<file path="config.mk">
export PLATFORM = sky130hd
export DESIGN_NAME = vga_bcd_conv
export DESIGN_NICKNAME = d
export VERILOG_FILES = /design/src/rtl/vga_pkg.sv /design/src/rtl/bcd_dabble_step.sv /design/src/rtl/vga_bcd_conv.sv
export SDC_FILE = /design/constraint.sdc
export NUM_CORES = 1
export LEC_CHECK = 0
export ABC_AREA = 1
export CORE_ASPECT_RATIO = 0.8
export CORE_UTILIZATION = 43
export DETAILED_ROUTE_END_ITERATION = 10
export GPL_ROUTABILITY_DRIVEN = 0
export PLACE_DENSITY = 0.65
export SYNTH_ARGS = -nofsm -noshare
export SYNTH_HDL_FRONTEND = slang
export SYNTH_SLANG_ARGS = --single-unit
</file>
<file path="constraint.sdc">
create_clock -name clk -period 1.4 [get_ports clk]
set_clock_uncertainty 0.15 [all_clocks]
set_input_delay 0.28 -clock clk [delete_from_list [all_inputs] [get_ports clk]]
set_output_delay 0.28 -clock clk [all_outputs]
set_load 0.01 [all_outputs]
</file>
<file path="src/rtl/vga_pkg.sv">
// Shared types and constants for the VGA binary-to-BCD converter.
package vga_pkg;

    typedef enum logic [1:0] {
        StIdle,
        StConv,
        StDone
    } state_e;

    localparam logic [3:0]  OVF_CODE  = 4'hE;
    localparam logic [3:0]  NEG_CODE  = 4'hF;
    localparam int unsigned NUM_ITER  = 32;
    localparam logic [5:0]  ITER_LAST = 6'(NUM_ITER - 1);

    // Two's-complement magnitude; 0x80000000 maps to itself, read as unsigned 2^31.
    function automatic logic [31:0] abs32(input logic [31:0] v);
        return v[31] ? (~v + 32'd1) : v;
    endfunction

endpackage

</file>
<file path="src/rtl/bcd_dabble_step.sv">
// One double-dabble iteration: add-3 on every nibble >= 5, then shift in the operand MSB.
module bcd_dabble_step (
    input  logic [39:0] scratch_i,
    input  logic        msb_i,
    output logic [39:0] scratch_o
);

    logic [39:0] adj;

    always_comb begin
        adj = scratch_i;
        for (int i = 0; i < 10; i++) begin
            if (scratch_i[4*i +: 4] >= 4'd5) begin
                adj[4*i +: 4] = scratch_i[4*i +: 4] + 4'd3;
            end
        end
    end

    assign scratch_o = {adj[38:0], msb_i};

endmodule

</file>
<file path="src/rtl/vga_bcd_conv.sv">
// Sequential 32-bit binary to 8-digit BCD converter feeding the VGA display digits.
// Define VGA_BCD_SIGNED_EN to treat wr_data as two's complement with a leading '-' nibble.
module vga_bcd_conv
    import vga_pkg::*;
(
    input  logic        clk,
    input  logic        rst,
    input  logic        wr_en,
    input  logic [31:0] wr_data,
    output logic        busy,
    output logic [31:0] digit,
    output logic        upd,
    output logic        ovf
);

    state_e      state_q, state_d;
    logic [5:0]  cnt_q, cnt_d;
    logic [31:0] opnd_q, opnd_d;
    logic [39:0] scratch_q, scratch_d;
    logic        neg_q, neg_d;
    logic        pend_q, pend_d;
    logic [31:0] pend_data_q, pend_data_d;
    logic [31:0] digit_q, digit_d;
    logic        ovf_q, ovf_d;
    logic        upd_q, upd_d;

    logic [39:0] step_out;
    logic        load_en;
    logic [31:0] load_val;

    bcd_dabble_step u_step (
        .scratch_i (scratch_q),
        .msb_i     (opnd_q[31]),
        .scratch_o (step_out)
    );

    always_comb begin
        state_d     = state_q;
        cnt_d       = cnt_q;
        opnd_d      = opnd_q;
        scratch_d   = scratch_q;
        neg_d       = neg_q;
        pend_d      = pend_q;
        pend_data_d = pend_data_q;
        digit_d     = digit_q;
        ovf_d       = ovf_q;
        upd_d       = 1'b0;
        load_en     = 1'b0;
        load_val    = wr_data;

        case (state_q)
            StIdle: begin
                load_en = wr_en;
            end
            StConv: begin
                if (wr_en) begin
                    pend_d      = 1'b1;
                    pend_data_d = wr_data;
                end
                scratch_d = step_out;
                opnd_d    = {opnd_q[30:0], 1'b0};
                cnt_d     = cnt_q + 6'd1;
                if (cnt_q == ITER_LAST) begin
                    state_d = StDone;
                end
            end
            StDone: begin
                upd_d = 1'b1;
                if (neg_q) begin
                    if (|scratch_q[39:28]) begin
                        digit_d = {8{OVF_CODE}};
                        ovf_d   = 1'b1;
                    end else begin
                        digit_d = {NEG_CODE, scratch_q[27:0]};
                        ovf_d   = 1'b0;
                    end
                end else if (|scratch_q[39:32]) begin
                    digit_d = {8{OVF_CODE}};
                    ovf_d   = 1'b1;
                end else begin
                    digit_d = scratch_q[31:0];
                    ovf_d   = 1'b0;
                end
                // A write landing in this cycle is newer than anything already pending.
                if (wr_en) begin
                    load_en  = 1'b1;
                    load_val = wr_data;
                end else if (pend_q) begin
                    load_en  = 1'b1;
                    load_val = pend_data_q;
                end else begin
                    state_d = StIdle;
                end
            end
            default: begin
                state_d = StIdle;
            end
        endcase

        if (load_en) begin
            state_d   = StConv;
            cnt_d     = 6'd0;
            scratch_d = '0;
            pend_d    = 1'b0;
`ifdef VGA_BCD_SIGNED_EN
            neg_d  = load_val[31];
            opnd_d = abs32(load_val);
`else
            neg_d  = 1'b0;
            opnd_d = load_val;
`endif
        end
    end

    always_ff @(posedge clk) begin
        if (rst) begin
            state_q     <= StIdle;
            cnt_q       <= '0;
            opnd_q      <= '0;
            scratch_q   <= '0;
            neg_q       <= 1'b0;
            pend_q      <= 1'b0;
            pend_data_q <= '0;
            digit_q     <= '0;
            ovf_q       <= 1'b0;
            upd_q       <= 1'b0;
        end else begin
            state_q     <= state_d;
            cnt_q       <= cnt_d;
            opnd_q      <= opnd_d;
            scratch_q   <= scratch_d;
            neg_q       <= neg_d;
            pend_q      <= pend_d;
            pend_data_q <= pend_data_d;
            digit_q     <= digit_d;
            ovf_q       <= ovf_d;
            upd_q       <= upd_d;
        end
    end

    assign busy  = (state_q != StIdle);
    assign digit = digit_q;
    assign upd   = upd_q;
    assign ovf   = ovf_q;

endmodule

</file>
==> flow_metrics.py, run 1 <==
metrics = {
    "final_layout": {
        "fill_cells": 1450,
        "syn_to_final_growth_pct": 42.5,
        "layout.nets": 1299,
        "drive_gt1_frac": 0.271,
        "multi_input_area_sq_mm": 0.00407,
        "antenna_cells": 0,
        "utilization": 0.624,
        "final-instance-count-excl-fill": 1474,
        "regArea_sq_mm": 0.00298,
    },
    "setup_path": {
        "worst_setup_path_end_kind": "register",
        "cp_top_family": "buffers and inverters",
        "critPathArrivalTime_ps": 1750,
        "critical_path_class": "register to register",
        "max_stage_delay_ps": 370,
        "start_kind": "register",
        "cp_max_fo": 5,
        "r2r-start": "state_q[1]",
        "startpoint": "state_q[1]",
        "cp.required_ps": 1610,
        "path_buf_inv": 4,
        "crit_slowest_cell": "dfxtp_4",
        "crit_chain": "buf_6 -> nand3_4 -> nand2_8 -> inv_8 -> nand2_8 -> buf_6 -> buf_4 -> a21oi_1",
        "regToRegSetupSlack_ps": -140,
    },
    "synth": {
        "netlist-cell-type-count": 26,
        "ys_seq_area_frac": 0.407,
        "synth.largest_area_cell": "dfxtp_1",
        "synth_edf_count": 0,
        "avgSynthCellArea_sq_um": 6.52,
        "synth_top_cell_area_share": 0.407,
        "ys.warnings.count": 0,
        "async_reset_ff_frac": 0,
        "syn_area_sq_mm": 0.00723,
        "syn_inst": 1109,
        "ys_seq_elements": 147,
        "yosysMostFrequentCell": "nand2_1",
        "yosys-top-cells-count": "247 x nand2_1, 170 x nor2_1, 147 x dfxtp_1, 142 x inv_1, 134 x a21oi_1",
        "synth_nets": 1167,
        "synth_area_leaders": "dfxtp_1 41%, nand2_1 13%, a21oi_1 9.3%",
        "synth_flop_cell": "dfxtp_1",
    },
    "die": {
        "die_width_um": 147,
        "die_h_um": 118,
        "rows": 42,
        "ios": 70,
        "die_area_sq_mm": 0.0173,
        "core_area_sq_mm": 0.0165,
        "start_util": 0.438,
    },
    "flow_run": {
        "drv_cap": 0,
    },
    "sta": {
        "grt_setup_unrepaired": "yes",
        "fmax_mhz": 651,
        "finalCritPeriodShare": 1.10,
        "setup_violations": 101,
        "min_period_ps": 1540,
        "finalHoldViolCount": 0,
        "relSlewSlack": 0.720,
        "worst_slack_ps": -136,
        "slew_violations": 0,
        "worstMarginPinSlew_ps": 420,
    },
    "cts": {
        "htree_levels": 4,
        "cts_hold_buf": 0,
        "cts_buffers": 17,
        "clockBufferDepth": 2,
        "clkSlewWorstSetupHoldPaths_ps": 60,
        "cts_tree": "yes",
        "cts-root-buf": "clkbuf_16",
        "insertion_delay_ps": 440,
        "cts_sinks": 147,
    },
    "routing": {
        "vias": 7274,
        "drc": 0,
        "routed_wl_mm": 20.6,
        "wl_per_cell_um": 14.0,
        "viasPerCell": 4.93,
        "drt_first_pass_iters": 5,
        "ant_nets": 0,
        "drtIter0Drc": 455,
    },
    "placement": {
        "pre_cts_slack_ps": -377,
        "dp.cells": 1414,
        "io_buffer_count": 69,
        "dpl.hpwl_mm": 11.6,
    },
    "power": {
        "p_leak_nw": 4.40,
        "fin_total_pwr_mw": 10.7,
        "powerDensity_mw_per_mm2": 1030,
        "irDropWorstVdd_v": 0.000862,
    },
    "run_status": {
        "violations": "negative setup slack",
        "outcome": "complete, but fails checks",
    },
    "global_routing": {
        "grt_max_degree": 49,
        "grt_pass1_vias": 6379,
        "antenna_found_initial": 0,
        "track_usage": 0.219,
        "grt_pass1_wl_mm": 30.6,
        "grt_overflow": 0,
    },
    "hold_path": {
        "hp-class": "input pin to register",
        "hold_start": "rst",
    },
}
## metrics by stage
step	setup TNS (ps)	hold WS (ps)	instance area [sq um]
global route	-11400	43.4	10300
global placement	-38880	285	8650
CTS	-3200	14.8	9540
finish	-5830	25.6	10300
floorplan	0	272	7230
detailed placement	-40020	292	8650
## logic make-up after synthesis
group                      synth area share
xor gates and xnor gates            0.00121
buffers and inverters                 0.113
DFF                                   0.407
and+or+nand+nor                       0.289
AOI/OAI and AO/OA                     0.150
adders and majority gates            0.0398
## path summary, 6_finish.rpt
| path | end | depth (start not counted) |
|---|---|---|
| worst min-delay path | cnt_q[5] | 4 |
| worst max-delay path | cnt_q[3] | 8 |
| worst max register to register | cnt_q[3] | 8 |
| worst min register to register | pend_data_q[14] | 2 |
## area by class of cell
| cell class | count | share of cell area |
|---|---|---|
| Multi-Input combinational cell | 754 | 0.395 |
| Tap cell | 220 | 0.0267 |
| Clock buffer | 20 | 0.0453 |
| Timing Repair Buffer | 173 | 0.174 |
| Sequential cell | 147 | 0.289 |
| Clock inverter | 12 | 0.0128 |
| Inverter | 148 | 0.0571 |
## layer usage
metal | vias up | GRT usage | wire, um
met4 | 0 | 0.0689 | 295
met2 | 157 | 0.333 | 9110
met5 | - | 0 | 0
met1 | 3327 | 0.309 | 10300
met3 | 26 | 0.0477 | 959
li1 | 3764 | - | -
## layout by cell type, fill, tap and decap left out, drive strengths merged
| cell type | count |
|---|---|
| clkinvlp | 7 |
| nor2 | 171 |
| a21oi | 134 |
| o22ai | 1 |
| and2 | 1 |
| xor2 | 1 |
| clkbuf | 30 |
| nand3 | 80 |
| nor3b | 1 |
| buf | 130 |
| bufinv | 2 |
| or2 | 5 |
| ha | 23 |
| dlymetal6s2s | 1 |
| inv | 148 |
| nor3 | 5 |
| o211ai | 9 |
| dfxtp | 147 |
| o21ai | 68 |
| clkdlybuf4s50 | 32 |
| nand2 | 253 |
| clkinv | 3 |
| nand4 | 2 |
## flip-flops by register name (all words and copies together), names as in the netlist
register     count
upd              1
digit           32
state_q          2
scratch_q       40
pend_data_q     32
pend_q           1
cnt_q            6
opnd_q          32
ovf              1
## where the power goes
group / internal (mW) / leakage [nW] / switching [mW] / total, mW
combinational: 0.708 / 2.92 / 0.900 / 1.61
clock: 2.75 / 0.272 / 1.84 / 4.59
sequential: 4.36 / 1.21 / 0.106 / 4.46
## timing repair
item                       in CTS  in global routing
setup endpoints to repair     142                147
pin swaps                      20                 32
resized for setup             242                163
buffers inserted                8                  6
cloned                          6                 12
## worst min-delay path, cell delays in order
cell and delay (ps):
buf_2 130, nor2_2 60, nand2_1 60, nor2_1 30
No activity file was read; power rests on OpenSTA's default activity.
==> inputs of run 2 (changes only) <==
Settings changed: CTS_CLUSTER_SIZE from default to 10.
==> results of run 2 <==
Final layout, timing and power as in run 1 (identical DEF).
==> inputs of run 3 (changes only) <==
Settings changed: CORE_ASPECT_RATIO 0.8 to default.
==> run 3 against run 2 <==
Net effect:
- the flow still finishes with violations (negative setup slack)
- combinational power grew 16%
- first-iteration DRC count grew 2.4%
- design area up 5.6%
- non-clock buffer count grew 12
- final cell count increased by 0.75%
- largest cell class unchanged
- highest routed layer unchanged
==> flow_metrics.py, run 3 (synthesized netlist as in run 1, its figures left out) <==
metrics = {
    "global_routing": {
        "grt_max_degree": 42,
        "grt_overflow": 0,
        "track_usage": 0.235,
        "grt_pass1_wl_mm": 32.8,
        "antenna_found_initial": 0,
        "grt_pass1_vias": 6792,
    },
    "routing": {
        "wl_per_cell_um": 15.3,
        "routed_wl_mm": 22.7,
        "drtIter0Drc": 466,
        "ant_nets": 0,
        "drt_first_pass_iters": 5,
        "viasPerCell": 5.11,
        "drc": 0,
        "vias": 7587,
    },
    "cts": {
        "cts_hold_buf": 0,
        "cts_sinks": 147,
        "htree_levels": 4,
        "clockBufferDepth": 2,
        "clkSlewWorstSetupHoldPaths_ps": 70,
        "cts-root-buf": "clkbuf_16",
        "insertion_delay_ps": 440,
        "cts_buffers": 17,
        "cts_tree": "yes",
    },
    "final_layout": {
        "fill_cells": 1302,
        "regArea_sq_mm": 0.00298,
        "syn_to_final_growth_pct": 50.5,
        "drive_gt1_frac": 0.320,
        "largest_register_ffs": 40,
        "layout.nets": 1310,
        "final_area_sq_mm": 0.0109,
        "antenna_cells": 0,
        "multi_input_area_sq_mm": 0.00432,
        "final_cell_mix": "223 x nand2_1, 158 x nor2_1, 129 x inv_1",
        "top_register": "scratch_q",
        "final_common_cell": "nand2_1",
    },
    "die": {
        "ios": 70,
        "die_h_um": 132,
        "start_util": 0.437,
        "rows": 47,
        "core_area_sq_mm": 0.0165,
        "die_width_um": 132,
        "die_area_sq_mm": 0.0173,
    },
    "run_status": {
        "violations": "negative setup slack",
        "outcome": "complete, but fails checks",
    },
    "setup_path": {
        "max_stage_delay_ps": 360,
        "worst_setup_path_end_kind": "register",
        "cp.required_ps": 1550,
        "cp_top_family": "buffers and inverters",
        "critical_path_class": "register to register",
        "start_kind": "register",
        "crit_chain": "buf_12 -> buf_12 -> nor2_4 -> buf_4 -> buf_4 -> nand3_1 -> o211ai_1 -> a21oi_1",
        "path_buf_inv": 4,
        "crit_slowest_cell": "dfxtp_4",
        "critPathArrivalTime_ps": 1790,
        "cp_max_fo": 3,
    },
    "sta": {
        "finalHoldViolCount": 0,
        "finalCritPeriodShare": 1.17,
        "relSlewSlack": 0.727,
        "fmax_mhz": 609,
        "min_period_ps": 1640,
        "setup_violations": 139,
        "grt_setup_unrepaired": "yes",
        "holdWs_ps": 168,
        "worst_slack_ps": -243,
        "setup-tns-final_ps": -10950,
        "slew_violations": 0,
        "worstMarginPinSlew_ps": 409,
    },
    "power": {
        "fin_total_pwr_mw": 11.1,
        "p_leak_nw": 4.61,
        "irDropWorstVdd_v": 0.000911,
        "powerDensity_mw_per_mm2": 1020,
    },
    "flow_run": {
        "drv_cap": 0,
    },
    "placement": {
        "dpl.hpwl_mm": 11.5,
        "io_buffer_count": 69,
        "placed_area_sq_mm": 0.00868,
    },
    "hold_path": {
        "hp-class": "input pin to register",
    },
}
==> run 3: cell count changes in the layout (fill, tap and decap cells not counted), sizes merged <==
cell	previous run	this run
buf	130	140
clkinvlp	7	1
clkinv	3	8
inv	148	150
bufinv	2	3
nand2	253	252
==> run 3: path summary, 6_finish.rpt <==
path	from	end	slack (ps)	depth (start not counted)
worst max-delay path	state_q[0]	opnd_q[0]	-240	8
worst min-delay path	rst	opnd_q[24]	170	3
worst max register to register	state_q[0]	opnd_q[0]	-240	8
worst min register to register	pend_data_q[3]	pend_data_q[3]	300	2
==> run 3: cell type report <==
type | instances | area share
clock inverters | 14 | 0.0166
multi-input cells | 753 | 0.397
inverters | 148 | 0.0534
flip-flops and latches | 147 | 0.274
repair buffers | 185 | 0.194
well taps | 220 | 0.0253
clock buffers | 18 | 0.0395
==> run 3: routing by layer <==
layer | part of all wire | vias up | wire [um] | global-route usage
met5 | 0 | - | 0 | 0
met4 | 0.023 | 0 | 533 | 0.0814
met3 | 0.040 | 45 | 906 | 0.0421
met2 | 0.49 | 205 | 11200 | 0.405
met1 | 0.44 | 3555 | 10000 | 0.294
li1 | - | 3782 | - | -
==> run 3: tightest hold or removal path, cell delays in order <==
cell and delay (ps):
buf_2 130, buf_12 190, nor2_1 110
==> run 3: where the power goes <==
group	switching (mW)	internal, mW	leakage [nW]	total [mW]
logic	1.02	0.847	3.10	1.86
registers	0.112	4.35	1.21	4.47
clock network	1.93	2.83	0.297	4.76
==> run 3: timing repair <==
item	CTS	global route
setup endpoints to repair	160	146
gates resized for setup	232	262
gates cloned	10	13
setup buffers	14	9
pin swaps	7	60
hold endpoints to repair	0	0
==> run 3: through the flow <==
stage | instances | util | setup WS, ps
2_1_floorplan | 1109 | - | 11.7
3_3_place_gp | 1412 | 0.525 | -359
3_5_place_dp | 1412 | 0.525 | -416
4_1_cts | 1467 | 0.590 | -118
5_1_grt | 1485 | 0.658 | -266
6_report | 1485 | 0.658 | -243
